**config.mk**
```make
export PLATFORM = sky130hd
export DESIGN_NAME = div_recon_mult
export DESIGN_NICKNAME = d
export VERILOG_FILES = /design/src/rtl/div_recon_pkg.sv /design/src/rtl/div_recon_step.sv /design/src/rtl/div_recon_mult.sv
export SDC_FILE = /design/constraint.sdc
export NUM_CORES = 1
export LEC_CHECK = 0
export CORE_AREA = 2 2 86 88
export DETAILED_ROUTE_END_ITERATION = 7
export DIE_AREA = 0 0 88 90
export PLACE_DENSITY = 0.75
export SLEW_MARGIN = 5
export SYNTH_ARGS = -nofsm -noshare
export SYNTH_HDL_FRONTEND = slang
export SYNTH_SLANG_ARGS = --single-unit
```
**constraint.sdc**
```tcl
create_clock -name clk -period 2.3 [get_ports clk]
set_clock_uncertainty 0.15 [all_clocks]
set_input_delay 0.23 -clock clk [delete_from_list [all_inputs] [get_ports clk]]
set_output_delay 0.23 -clock clk [all_outputs]
set_load 0.005 [all_outputs]
```
**src/rtl/div_recon_pkg.sv**
```systemverilog
// Shared types and sizing for the shift-add divider reconstruction unit.
package div_recon_pkg;

   localparam int unsigned WDefault = 8;

   typedef enum logic [1:0] {IDLE, RUN, DONE} state_t;

   // Guarded so a degenerate W=1 still gets a 1-bit counter.
   function automatic int unsigned cnt_width(input int unsigned w);
      return (w > 1) ? $clog2(w) : 1;
   endfunction

   localparam int unsigned CntW = cnt_width(WDefault);

endpackage

```
**src/rtl/div_recon_step.sv**
```systemverilog
// One shift-add iteration: conditionally add the shifted divisor into the accumulator.
module div_recon_step
   import div_recon_pkg::*;
#(
   parameter int unsigned W = WDefault
) (
   input  logic [2*W-1:0] acc,
   input  logic [2*W-1:0] md,
   input  logic           mq_bit,
   output logic [2*W-1:0] acc_next
);

   assign acc_next = mq_bit ? acc + md : acc;

endmodule

```
**src/rtl/div_recon_mult.sv**
```systemverilog
// Rebuilds the dividend p = q*y + r from a divider result, one quotient bit per cycle.
// Optional DIV_RECON_ERR_EN adds x_ref comparison outputs err and mismatch.
module div_recon_mult
   import div_recon_pkg::*;
#(
   parameter int unsigned W = WDefault
) (
   input  logic           clk,
   input  logic           rst,
   input  logic           in_valid,
   output logic           in_ready,
   input  logic [W-1:0]   q,
   input  logic [W-1:0]   y,
   input  logic [W-1:0]   r,
   output logic           out_valid,
   input  logic           out_ready,
   output logic [2*W-1:0] p
`ifdef DIV_RECON_ERR_EN
   ,
   input  logic [2*W-1:0] x_ref,
   output logic [2*W-1:0] err,
   output logic           mismatch
`endif
);

   localparam int unsigned CW = cnt_width(W);

   state_t         state_q, state_d;
   logic [2*W-1:0] acc_q, acc_d, md_q, md_d, p_q, p_d, acc_step;
   logic [W-1:0]   mq_q, mq_d;
   logic [CW-1:0]  cnt_q, cnt_d;
   logic           last;

   div_recon_step #(.W(W)) u_step (
      .acc      (acc_q),
      .md       (md_q),
      .mq_bit   (mq_q[0]),
      .acc_next (acc_step)
   );

   assign last = (cnt_q == CW'(W - 1));

   always_comb begin
      state_d = state_q;
      acc_d   = acc_q;
      md_d    = md_q;
      mq_d    = mq_q;
      cnt_d   = cnt_q;
      p_d     = p_q;
      unique case (state_q)
         IDLE: begin
            if (in_valid) begin
               acc_d   = {{W{1'b0}}, r};
               mq_d    = q;
               md_d    = {{W{1'b0}}, y};
               cnt_d   = '0;
               state_d = RUN;
            end
         end
         RUN: begin
            acc_d = acc_step;
            md_d  = md_q << 1;
            mq_d  = mq_q >> 1;
            cnt_d = cnt_q + CW'(1);
            // Result register only updates here, so aborted runs never leak partial sums.
            if (last) begin
               p_d     = acc_step;
               state_d = DONE;
            end
         end
         DONE: begin
            if (out_ready) state_d = IDLE;
         end
         default: state_d = IDLE;
      endcase
   end

   always_ff @(posedge clk) begin
      if (rst) begin
         state_q <= IDLE;
         acc_q   <= '0;
         md_q    <= '0;
         mq_q    <= '0;
         cnt_q   <= '0;
         p_q     <= '0;
      end else begin
         state_q <= state_d;
         acc_q   <= acc_d;
         md_q    <= md_d;
         mq_q    <= mq_d;
         cnt_q   <= cnt_d;
         p_q     <= p_d;
      end
   end

   assign in_ready  = (state_q == IDLE);
   assign out_valid = (state_q == DONE);
   assign p         = p_q;

`ifdef DIV_RECON_ERR_EN
   logic [2*W-1:0] x_ref_q, err_q;
   logic           mismatch_q;

   always_ff @(posedge clk) begin
      if (rst) begin
         x_ref_q    <= '0;
         err_q      <= '0;
         mismatch_q <= 1'b0;
      end else begin
         if (state_q == IDLE && in_valid) x_ref_q <= x_ref;
         if (state_q == RUN && last) begin
            err_q      <= (acc_step >= x_ref_q) ? acc_step - x_ref_q : x_ref_q - acc_step;
            mismatch_q <= (acc_step != x_ref_q);
         end
      end
   end

   assign err      = err_q;
   assign mismatch = mismatch_q;
`endif

endmodule

```
==> metrics.txt <==
overall routing resource usage 0.215; clk root buf clkbuf_8; CTS Hold Bufs 0; crit start category flop; CTS tree yes; CTS buffer count 9; Max Freq 0.424 GHz; I/O Pins 46; Layout Nets 503; reg2reg setup slack -60 ps; max_cap viols 0; drt pass-1 iters 4; LEAKAGE 0.00170 uW; Critical Path AT 2440 ps; area of the multi-input gates 2040 um^2; CTS clk-pin slew, worst paths 70 ps; # diodes 0; die height 90 um; commonest non-fill, non-tap cell in the layout nor2_1; Sw Ratio 0.262; Comb power frac 0.170; Post-synth EDFFs 0; htree depth 3; Synth-to-Final Area Change 31.1%; WL/cell 14.9 um; #FFs+latches synth 61; DRT iter0 DRCs 184; failing checks negative setup slack; syn avg cell area 8.37 um^2; register area share after synthesis 0.369; Setup-failing EPs final 5; Int Pwr 1910 uW; Routed WL 8380 um; max-slew violation count 0; DP Cell Count 542; largest net degree at the start of global routing 31; switching pwr 681 uW; Detailed Place HPWL 5790 um; non-filler instance count after layout 561; Mapped Cells 395; clock sink total 61; top_reg_cell synth dfxtp_1; syn_nets 441; Initial Util 0.471; FF/Latch Area 1230 um^2; Setup WS pre-CTS -140 ps; Peak supply drop 0.277 mV; Routed Antenna Nets 0; fraction of layout cells with a size suffix above 1 0.188; unrepaired setup endpoints after global routing true; routability cong. 0.890; Fillers 619; worst endpoint required time 2380 ps; hold crit path type reg -> reg; Max transition margin 0.646; commonest non-fill, non-tap cells in the layout 66 x nor2_1, 57 x dfxtp_1, 45 x clkdlybuf4s50_1, 40 x a21oi_1, 33 x buf_4; Cell Rows 31; Worst Path Max Fanout 3; Crit. End Element flop; Vias/cell 5.57; worst skew pair latency 350 ps; pwr dens 599 nW/um^2; Fin. Hold Viols 0; DIE WIDTH 88 um; first-pass GRT wire length 13500 um; count of cell types in the netlist 50; DRC violations left 0; Setup CP Type reg -> reg; Least-Margin Pin Slew 531 ps; final setup margin -57.8 ps; Core Area 7020 um^2; Period minus WS final 2360 ps; CTS max path bufs 2; synth warn 0; status finished, violations left; PortBufs 45; vias in the first global route 2925; sequential fraction of design power 0.438; Synth async-reset ratio 0; routed via count 3124; Clk network pwr share 0.392; final critical-path share of the clock period 1.03; initial antenna violation count 0; Die ar. 7920 um^2; total grt overflow 0; Mapped Area 3310 um^2
synth_stat cells (all sizes together), types with 10 or more instances:
cell type	count	share of area
nor2	67	0.076
dfxtp	61	0.37
a21oi	46	0.073
clkbuf	24	0.027
nor2b	20	0.038
nand2	18	0.020
o21ai	18	0.027
ha	17	0.064
o221a	15	0.051
a211oi	13	0.030
a22oi	11	0.025
mux2i	10	0.030
registers in the layout, summed over array words and instances, names as in the netlist:
signal   cells
md_q        16
mq_q         8
p           16
state_q      2
acc_q       16
cnt_q        3
power by group through the flow:
stage          Clock (uW)  Sequential, uW  Combinational (uW)
3_3_place_gp            0            1160                 403
4_1_cts              1030            1140                 419
6_report             1020            1140                 440
2_1_floorplan           0            1150                 275
3_5_place_dp            0            1160                 413
5_1_grt              1080            1140                 479
through the flow:
step                instance area [um^2]  power [uW]  TNS [ps]  hold slack [ps]   util
detailed placement                  4020        1570      -501              321  0.573
finish                              4330        2600      -154              327  0.617
global route                        4330        2700     -1400              354  0.617
CTS                                 4270        2590     -39.8              331  0.608
floorplan                           3310        1420         0              184      -
global placement                    4020        1560      -107              310  0.573
worst paths after layout:
kind | to | cells past startpoint | from
max | acc_q[10] | 10 | md_q[0]
min | acc_q[4] | 2 | acc_q[4]
max reg2reg | acc_q[10] | 10 | md_q[0]
min reg2reg | acc_q[4] | 2 | acc_q[4]
final cells by class:
| class | instances | area share |
|---|---|---|
| clock buffers | 11 | 0.0303 |
| inverters | 4 | 0.00346 |
| well taps | 99 | 0.0286 |
| clock inverters | 5 | 0.0173 |
| repair buffers | 79 | 0.166 |
| multi-input cells | 302 | 0.472 |
| flip-flops and latches | 61 | 0.283 |
cells by family after synthesis:
kind of cell | count (synthesis) | synth area share
AOI/OAI and AO/OA | 132 | 0.278
and+or+nand+nor | 129 | 0.181
DFF | 61 | 0.369
buffers and inverters | 32 | 0.0371
adders and majority gates | 18 | 0.0704
xor gates and xnor gates | 13 | 0.0344
muxes | 10 | 0.0303
routing by layer:
metal	share of wire	up-vias	GRT usage
li1	-	1559	-
met1	0.48	1476	0.290
met2	0.47	77	0.340
met3	0.040	12	0.0468
met4	0.014	0	0.0692
met5	0	-	0
worst max-delay path, stage by stage (launching register included):
cell      delay, ps
dfxtp_2         340
ha_4            170
fa_2            360
a211oi_4        270
o211ai_1        110
o211ai_1        190
buf_4           180
o21a_1          140
xnor2_2          80
a32oi_1         210
nor2_1           50
timing repair:
item | 4_1_cts | 5_1_grt
resized for setup | 7 | 13
endpoints found under the setup margin | 11 | 22
pin swaps | 9 | 20
setup buffers | 2 | 1
No activity file was read; power rests on OpenSTA's default activity.
